File: config.mk
export PLATFORM = sky130hd
export DESIGN_NAME = instr_enc
export DESIGN_NICKNAME = d
export VERILOG_FILES = /design/src/rtl/instr_enc.sv
export SDC_FILE = /design/constraint.sdc
export NUM_CORES = 1
export LEC_CHECK = 0
export CORE_MARGIN = 8
export CORE_UTILIZATION = 55
export CTS_BUF_LIST = sky130_fd_sc_hd__clkbuf_2 sky130_fd_sc_hd__clkbuf_4 sky130_fd_sc_hd__clkbuf_8
export DETAILED_ROUTE_END_ITERATION = 8
export PLACE_DENSITY_LB_ADDON = 0.25
export SLEW_MARGIN = 25
export SYNTH_ARGS = -nofsm -noshare
export SYNTH_HDL_FRONTEND = slang
export SYNTH_SLANG_ARGS = --single-unit
File: constraint.sdc
create_clock -name clk -period 3.4 [get_ports clk]
set_input_delay 0.68 -clock clk [delete_from_list [all_inputs] [get_ports clk]]
set_output_delay 0.68 -clock clk [all_outputs]
set_load 0.05 [all_outputs]
File: src/rtl/instr_enc.sv
`default_nettype none
// ============================================================================
// Module   : instr_enc
// Brief    : Encodes R/I/J commands (and the optional LI pseudo-op, enabled by
//            the INSTENC_PSEUDO_EN macro) into MIPS32 words. The words are
//            queued in a 4-entry FIFO.
// Revision : 1.0 - initial release
// ============================================================================
module instr_enc (
    input  logic        clk,
    input  logic        resetn,
    input  logic        in_valid,
    output logic        in_ready,
    input  logic [1:0]  in_fmt,
    input  logic [5:0]  in_code,
    input  logic [4:0]  in_rs,
    input  logic [4:0]  in_rt,
    input  logic [4:0]  in_rd,
    input  logic [4:0]  in_shamt,
    input  logic [31:0] in_imm,
    output logic        out_valid,
    input  logic        out_ready,
    output logic [31:0] out_instr,
    output logic        err,
    output logic [15:0] count,
    output logic [2:0]  level
);

    localparam int         DEPTH  = 4;
    localparam logic [5:0] OP_ORI = 6'h0D;
    localparam logic [5:0] OP_LUI = 6'h0F;

    logic [31:0] mem_q [DEPTH];
    logic [31:0] mem_d [DEPTH];
    logic [1:0]  wr_ptr_q, wr_ptr_d;
    logic [1:0]  rd_ptr_q, rd_ptr_d;
    logic [2:0]  level_q, level_d;
    logic [15:0] count_q, count_d;
    logic        err_q, err_d;
    logic        accept, pop, push, idle;
    logic [31:0] push_word;

`ifdef INSTENC_PSEUDO_EN
    typedef enum logic [0:0] {IDLE = 1'b0, LI_LO = 1'b1} state_t;
    state_t      state_q, state_d;
    logic [4:0]  li_rt_q, li_rt_d;
    logic [15:0] li_lo_q, li_lo_d;
    assign idle = (state_q == IDLE);
`else
    logic unused_imm;
    assign idle       = 1'b1;
    assign unused_imm = ^in_imm[31:26];
`endif

    // Ready is gated by resetn so it reads low for the whole reset window.
    assign in_ready  = resetn && idle && (level_q < 3'd4);
    assign accept    = in_valid && in_ready;
    assign out_valid = (level_q != 3'd0);
    assign pop       = out_valid && out_ready;
    assign out_instr = mem_q[rd_ptr_q];
    assign err       = err_q;
    assign count     = count_q;
    assign level     = level_q;

    always_comb begin
        push      = 1'b0;
        push_word = '0;
        err_d     = 1'b0;
`ifdef INSTENC_PSEUDO_EN
        state_d   = state_q;
        li_rt_d   = li_rt_q;
        li_lo_d   = li_lo_q;
        if (state_q == LI_LO) begin
            if (level_q < 3'd4) begin
                push      = 1'b1;
                push_word = {OP_ORI, li_rt_q, li_rt_q, li_lo_q};
                state_d   = IDLE;
            end
        end else
`endif
        if (accept) begin
            case (in_fmt)
                2'd0: begin
                    push      = 1'b1;
                    push_word = {6'b0, in_rs, in_rt, in_rd, in_shamt, in_code};
                end
                2'd1: begin
                    push      = 1'b1;
                    push_word = {in_code, in_rs, in_rt, in_imm[15:0]};
                end
                2'd2: begin
                    push      = 1'b1;
                    push_word = {in_code, in_imm[25:0]};
                end
                default: begin
`ifdef INSTENC_PSEUDO_EN
                    push = 1'b1;
                    if (in_imm[31:16] == 16'h0000) begin
                        push_word = {OP_ORI, 5'd0, in_rt, in_imm[15:0]};
                    end else begin
                        push_word = {OP_LUI, 5'd0, in_rt, in_imm[31:16]};
                        li_rt_d   = in_rt;
                        li_lo_d   = in_imm[15:0];
                        state_d   = LI_LO;
                    end
`else
                    err_d = 1'b1;
`endif
                end
            endcase
        end

        wr_ptr_d = wr_ptr_q + {1'b0, push};
        rd_ptr_d = rd_ptr_q + {1'b0, pop};
        count_d  = count_q + {15'b0, pop};
        case ({push, pop})
            2'b10:   level_d = level_q + 3'd1;
            2'b01:   level_d = level_q - 3'd1;
            default: level_d = level_q;
        endcase
        for (int i = 0; i < DEPTH; i++) begin
            mem_d[i] = mem_q[i];
        end
        if (push) begin
            mem_d[wr_ptr_q] = push_word;
        end
    end

    always_ff @(posedge clk or negedge resetn) begin
        if (!resetn) begin
            for (int i = 0; i < DEPTH; i++) begin
                mem_q[i] <= '0;
            end
            wr_ptr_q <= '0;
            rd_ptr_q <= '0;
            level_q  <= '0;
            count_q  <= '0;
            err_q    <= 1'b0;
`ifdef INSTENC_PSEUDO_EN
            state_q  <= IDLE;
            li_rt_q  <= '0;
            li_lo_q  <= '0;
`endif
        end else begin
            for (int i = 0; i < DEPTH; i++) begin
                mem_q[i] <= mem_d[i];
            end
            wr_ptr_q <= wr_ptr_d;
            rd_ptr_q <= rd_ptr_d;
            level_q  <= level_d;
            count_q  <= count_d;
            err_q    <= err_d;
`ifdef INSTENC_PSEUDO_EN
            state_q  <= state_d;
            li_rt_q  <= li_rt_d;
            li_lo_q  <= li_lo_d;
`endif
        end
    end

endmodule
`default_nettype wire

# --- Word level (Yosys, flattened, before mapping) ---
# Cells that the tools add are included.
word_totals:
  output_inout_bits: 54
  elab_cells: 45
  reg_bits: 152
op_classes:
  addsub: 5
  n_mux: 13
  reduce_logical: 8
  n_eq_ne: 4
  n_bitwise: 2
  magnitude_cmp: 4
op_table:
  columns: ["operator", "count"]
  rows:
  - ["$bwmux 128", 1]
  - ["$mux 32", 4]
  - ["$pmux 32 s3", 1]
  - ["$bmux 32 s2", 1]
  - ["$demux 32 s2", 1]
  - ["$add 16x1->16", 1]
  - ["$ge 3x3->1 const B", 2]
  - ["$not 2->3", 2]
  - ["$pmux 3 s2", 1]
  - ["$add 2x1->2", 2]
  - ["$eq 2x1->1 const B", 2]
  - ["$eq 2x2->1 const B", 2]
  - ["$logic_and 1x1->1", 4]
  - ["$mux 1", 4]
  - ["$add 3x1->3 const B", 1]
  - ["$lt 3x1->1 const B", 1]
  - ["$lt 3x3->1 const B", 1]
  - ["$reduce_bool 3->1", 1]
  - ["$reduce_or 3->1", 1]
  - ["$sub 3x1->3 const B", 1]
  - ["$logic_not 2->1", 1]
  - ["$reduce_bool 2->1", 1]

# --- Depth between registers and ports, before layout ---
logic_depth:
  ltp_word: 6
  ltp_mapped: 10
  ltp_nobuf: 8

# --- Worst setup path before layout ---
# OpenSTA, ideal clock, no wires.
synth_timing:
  path_type: "reg2reg"
  from: "register level_q[2], in the netlist level[2]"
  to: "register level_q[2], in the netlist level[2]"
  slack_ns: 0.917
  path_stages_with_launch: 9
  setup_ns: 0.082
  t_arrival_ns: 2.400
  cell_sequence: "dfrtp_1 or3_1 and2_1 ha_1 inv_1 fa_1 xor2_1 nor2_1 xor2_1"
synth_lines:
  columns: ["item", "line", "source"]
  rows:
  - ["start, declared", "37", "logic [2:0] level_q, level_d;"]
  - ["start signal, assigned", "150", "level_q <= level_d;"]
  - ["$reduce_bool 3->1 *", "58", "assign out_valid = (level_q != 3'd0);"]
  - ["named net out_valid", "21", "output logic out_valid,"]
  - ["$logic_and 1x1->1 *", "59", "assign pop = out_valid && out_ready;"]
  - ["$eq 2x1->1 / $eq 2x2->1 (equally long branches)", "116", "case ({push, pop})"]
  - ["$pmux 3 s2 / $reduce_bool 2->1 (equally long branches)", null, null]
# The timed path passes the listed nets; every way through them passes the cells marked *.
# A chain may end at the register's enable or synchronous reset.

# --- Worst setup path after layout ---
layout_timing:
  from: "register rd_ptr_q[0]"
  to: "output out_instr[23]"
layout_via:
  elab_chain_len: 4
layout_lines:
  columns: ["item", "line", "source"]
  rows:
  - ["start, declared", "36", "logic [1:0] rd_ptr_q, rd_ptr_d;"]
  - ["start signal, assigned", "149", "rd_ptr_q <= rd_ptr_d;"]
  - ["$not 2->3 (not written as such)", "60", "assign out_instr = mem_q[rd_ptr_q];"]
  - ["$bmux 32 s2", "60", null]
  - ["$mux 32 (not written as such) (2 in a row)", "60", null]
  - ["end, declared", "23", "output logic [31:0] out_instr,"]
# No other way between the ends. The select of a mux whose other input is x is not followed.

==> Implementation_results.wiki <==
{| class="wikitable"
! Metric !! Value
|-
| Result of the run || finished, final reports clean
|-
| Core area || 13,770 um^2
|-
| Site row count || 43
|-
| H-tree levels || 4
|-
| Resized cells post-CTS || 0
|-
| Post-detailed-route count of antenna-violating nets || 0
|-
| # DRC || 0
|-
| Average instance area after synthesis || 14.11 um^2
|-
| Count of fill cells added during filler insertion || 1,019
|-
| Critical path capture point type || output pin
|-
| Startpoint types || flop
|-
| Placed Cells || 814
|-
| TritonCTS clock tree || done
|-
| Worst Path Required || 2.72 ns
|-
| Syn Std Cell Area || 7690 um^2
|-
| Vias per cell || 6.014
|-
| Clock-pin slew on the worst setup and hold paths || 0.08 ns
|-
| Worst setup skew after layout || 0.008209 ns
|-
| Amount of wire on met3 after detailed routing || 1.390 mm
|-
| Effective utilization at floorplan || 55.83%
|-
| Proportion of netlist area held by the largest area contributor || 49.46%
|-
| Leakage power of the design || 4.146 nW
|-
| Count of buffers from port buffering || 111
|-
| Setup-failing EPs final || 0
|-
| Number of buffers created by CTS || 17
|-
| Power per cell area || 860.0 nW/um^2
|-
| Number of distinct library cells after synthesis || 41
|-
| Final number of max-transition violations || 0
|-
| Unrepaired setup endpoints after global routing || false
|-
| First-pass GRT wire length || 30.52 mm
|-
| Worst IR drop on VDD || 0.0003766 V
|-
| Total power of the final layout || 8.025 mW
|-
| GRT Util Overall || 21.59%
|-
| Die height || 134.2 um
|-
| Skew-Pair Late Insertion Delay || 0.45 ns
|-
| Antenna violations before repair || 0
|-
| Post-Syn Nets || 616
|-
| Total Die Area || 18,020 um^2
|-
| Antenna Diode Count || 0
|-
| Count of state elements after synthesis || 152
|-
| Hold-fix buffers at CTS || 0
|-
| Wire length reported by the detailed router || 18.37 mm
|-
| Number of I/O pins || 118
|-
| Layout area overhead || 21.35%
|-
| Die X || 134.2 um
|-
| Met1 wire length || 7.900 mm
|-
| Weighted congestion reported at the end of routability-driven placement || 0.7586
|-
| Largest driver fanout on the critical path || 9
|-
| Fraction of final layout cells sized beyond drive strength 1 || 29.73%
|-
| Max Fclk || 0.3089 GHz
|-
| Root buf cell || sky130_fd_sc_hd__clkbuf_8
|-
| Data arrival time of the critical path || 2.56 ns
|-
| Non-filler instance count after layout || 846
|-
| Post-layout nets || 724
|-
| Detailed placement HPWL || 12.37 mm
|-
| Total number of vias || 5,088
|-
| Total length of routed met2 wires || 8.827 mm
|-
| Post-synthesis cell count || 545
|-
| Class of the tightest hold or removal check || in2async
|-
| Portion of the post-synthesis area used by sequential elements || 49.46%
|-
| Number of hold violations in the final report || 0
|-
| Highest routed metal layer || met4
|-
| Pin count of the biggest net entering global routing || 69
|-
| Worst slew pin tran || 0.8353 ns
|-
| Num Clock Sinks || 152
|-
| Worst slew slack as a fraction of its limit || 44.31%
|-
| Vias in the first global route || 5,557
|-
| CTS max path bufs || 2
|-
| Count of max-cap constraint violations || 0
|-
| Post-Route Setup TNS || 0 ns
|-
| Avg WL per Cell || 21.71 um
|-
| Total iterations of the first detailed-routing run || 5
|-
| Crit share post-route || 95.21%
|-
| Syn. warnings || 0
|-
| Top cell type by total area after synthesis || sky130_fd_sc_hd__dfrtp_1
|-
| Setup fix buffers added after clock tree synthesis || 0
|-
| Start-to-end type of the worst setup path || reg2out
|-
| Tmin final || 3.237 ns
|-
| GR Overflow Total || 0
|-
| Initial DRC Count || 390
|-
| Top post-synthesis cells by area || sky130_fd_sc_hd__dfrtp_1, sky130_fd_sc_hd__mux2_4, sky130_fd_sc_hd__mux4_2
|}
[final timing paths]
| kind | startpoint | to | slack, ns | cells past startpoint |
|---|---|---|---|---|
| max reg2reg | level[2] | mem_q[63] | 1.10 | 4 |
| min reg2reg | count[15] | count[15] | 0.47 | 1 |
| min | resetn | mem_q[66] | 0.28 | 2 |
| min in group clk | count[15] | count[15] | 0.47 | 1 |
| max | rd_ptr_q[0] | out_instr[23] | 0.16 | 3 |
| max in group asynchronous | resetn | mem_q[29] | 2.39 | 2 |
[power by group]
part | switching [mW] | leakage, nW | internal (mW)
Clock | 0.650 | 0.203 | 0.653
Combinational | 2.08 | 1.96 | 1.77
Sequential | 0.452 | 1.98 | 2.42
Total | 3.19 | 4.15 | 4.84
[synth_stat cells (all sizes together)]
cell type / number
o31ai: 4
dfrtp: 152
fa: 1
o41ai: 2
nand3b: 11
ha: 6
nor2: 5
o2bb2ai: 10
nand4: 9
xnor2: 7
nor2b: 4
nand3: 15
nor3: 5
mux4: 32
and2: 4
buf: 29
a21oi: 10
mux2i: 11
mux2: 101
and3: 11
clkbuf: 16
inv: 9
nand2b: 11
and2b: 2
a31o: 2
xor2: 13
and3b: 1
or3: 1
nor4: 3
nand2: 10
a21o: 1
a31oi: 46
a211oi: 1
[critical path, stage by stage (launching register included)]
cell and delay (ns):
sky130_fd_sc_hd__dfrtp_2 0.53, sky130_fd_sc_hd__buf_4 0.30, sky130_fd_sc_hd__mux4_2 0.55, sky130_fd_sc_hd__clkdlybuf4s50_1 0.73
[cell usage in the layout (no fill, tap or decap), types with 4 or more instances in the layout]
master / count
sky130_fd_sc_hd__and3_1: 8
sky130_fd_sc_hd__nand3b_1: 11
sky130_fd_sc_hd__nor3_1: 4
sky130_fd_sc_hd__xnor2_1: 7
sky130_fd_sc_hd__clkbuf_8: 20
sky130_fd_sc_hd__nand2b_1: 11
sky130_fd_sc_hd__inv_1: 9
sky130_fd_sc_hd__nand4_1: 9
sky130_fd_sc_hd__o2bb2ai_1: 10
sky130_fd_sc_hd__xor2_1: 13
sky130_fd_sc_hd__mux2_2: 28
sky130_fd_sc_hd__nor2_1: 5
sky130_fd_sc_hd__a21oi_1: 10
sky130_fd_sc_hd__buf_4: 19
sky130_fd_sc_hd__nand2_1: 10
sky130_fd_sc_hd__mux4_2: 32
sky130_fd_sc_hd__ha_1: 6
sky130_fd_sc_hd__buf_12: 4
sky130_fd_sc_hd__clkinv_2: 7
sky130_fd_sc_hd__clkdlybuf4s50_1: 109
sky130_fd_sc_hd__nand3_1: 15
sky130_fd_sc_hd__mux2_4: 73
sky130_fd_sc_hd__o31ai_1: 4
sky130_fd_sc_hd__nor2b_1: 4
sky130_fd_sc_hd__dfrtp_1: 150
sky130_fd_sc_hd__mux2i_1: 11
sky130_fd_sc_hd__a31oi_1: 46
[per-layer routing]
layer  vias up  track usage (%)
met3        25            6.432
met4         0            6.862
met5         -                0
met2       197            33.90
met1      2616            28.15
li1       2250                -
[cell families (layout without fill, tap and decap cells)]
kind of cell	after synthesis	count (layout)	share of synthesized area, %
AOI/OAI and AO/OA	76	76	6.574
xor gates and xnor gates	20	20	2.278
adders and majority gates	7	7	1.237
buffers and inverters	54	175	4.312
DFF	152	152	49.46
muxes	144	144	29.16
and+or+nand+nor	92	92	6.980
[sequential cells by signal (all words and copies together), names as in the netlist]
register	flops
count	16
err	1
level	3
mem_q	128
rd_ptr_q	2
wr_ptr_q	2
[area by class of cell]
| class | count | area [um^2] | area share [%] |
|---|---|---|---|
| sequential | 152 | 3806 | 40.79 |
| multi-input combinational | 339 | 3565 | 38.20 |
| timing repair buffer | 134 | 1330 | 14.25 |
| clock buffer | 23 | 297.8 | 3.191 |
| tap | 180 | 225.2 | 2.414 |
| clock inverter | 9 | 73.82 | 0.7911 |
| inverter | 9 | 33.78 | 0.3620 |
[through the flow]
stage	util, %	hold slack [ns]	setup WS, ns	cell area [um^2]
floorplan	-	0.3844	0.9172	7690
global placement	65.05	0.4555	0.5012	8960
detailed placement	65.05	0.4638	0.4878	8960
CTS	67.75	0.2682	0.1093	9331
global route	67.75	0.2818	0.03573	9331
finish	67.75	0.2770	0.1630	9331
Power figures use the tool's default switching activity.
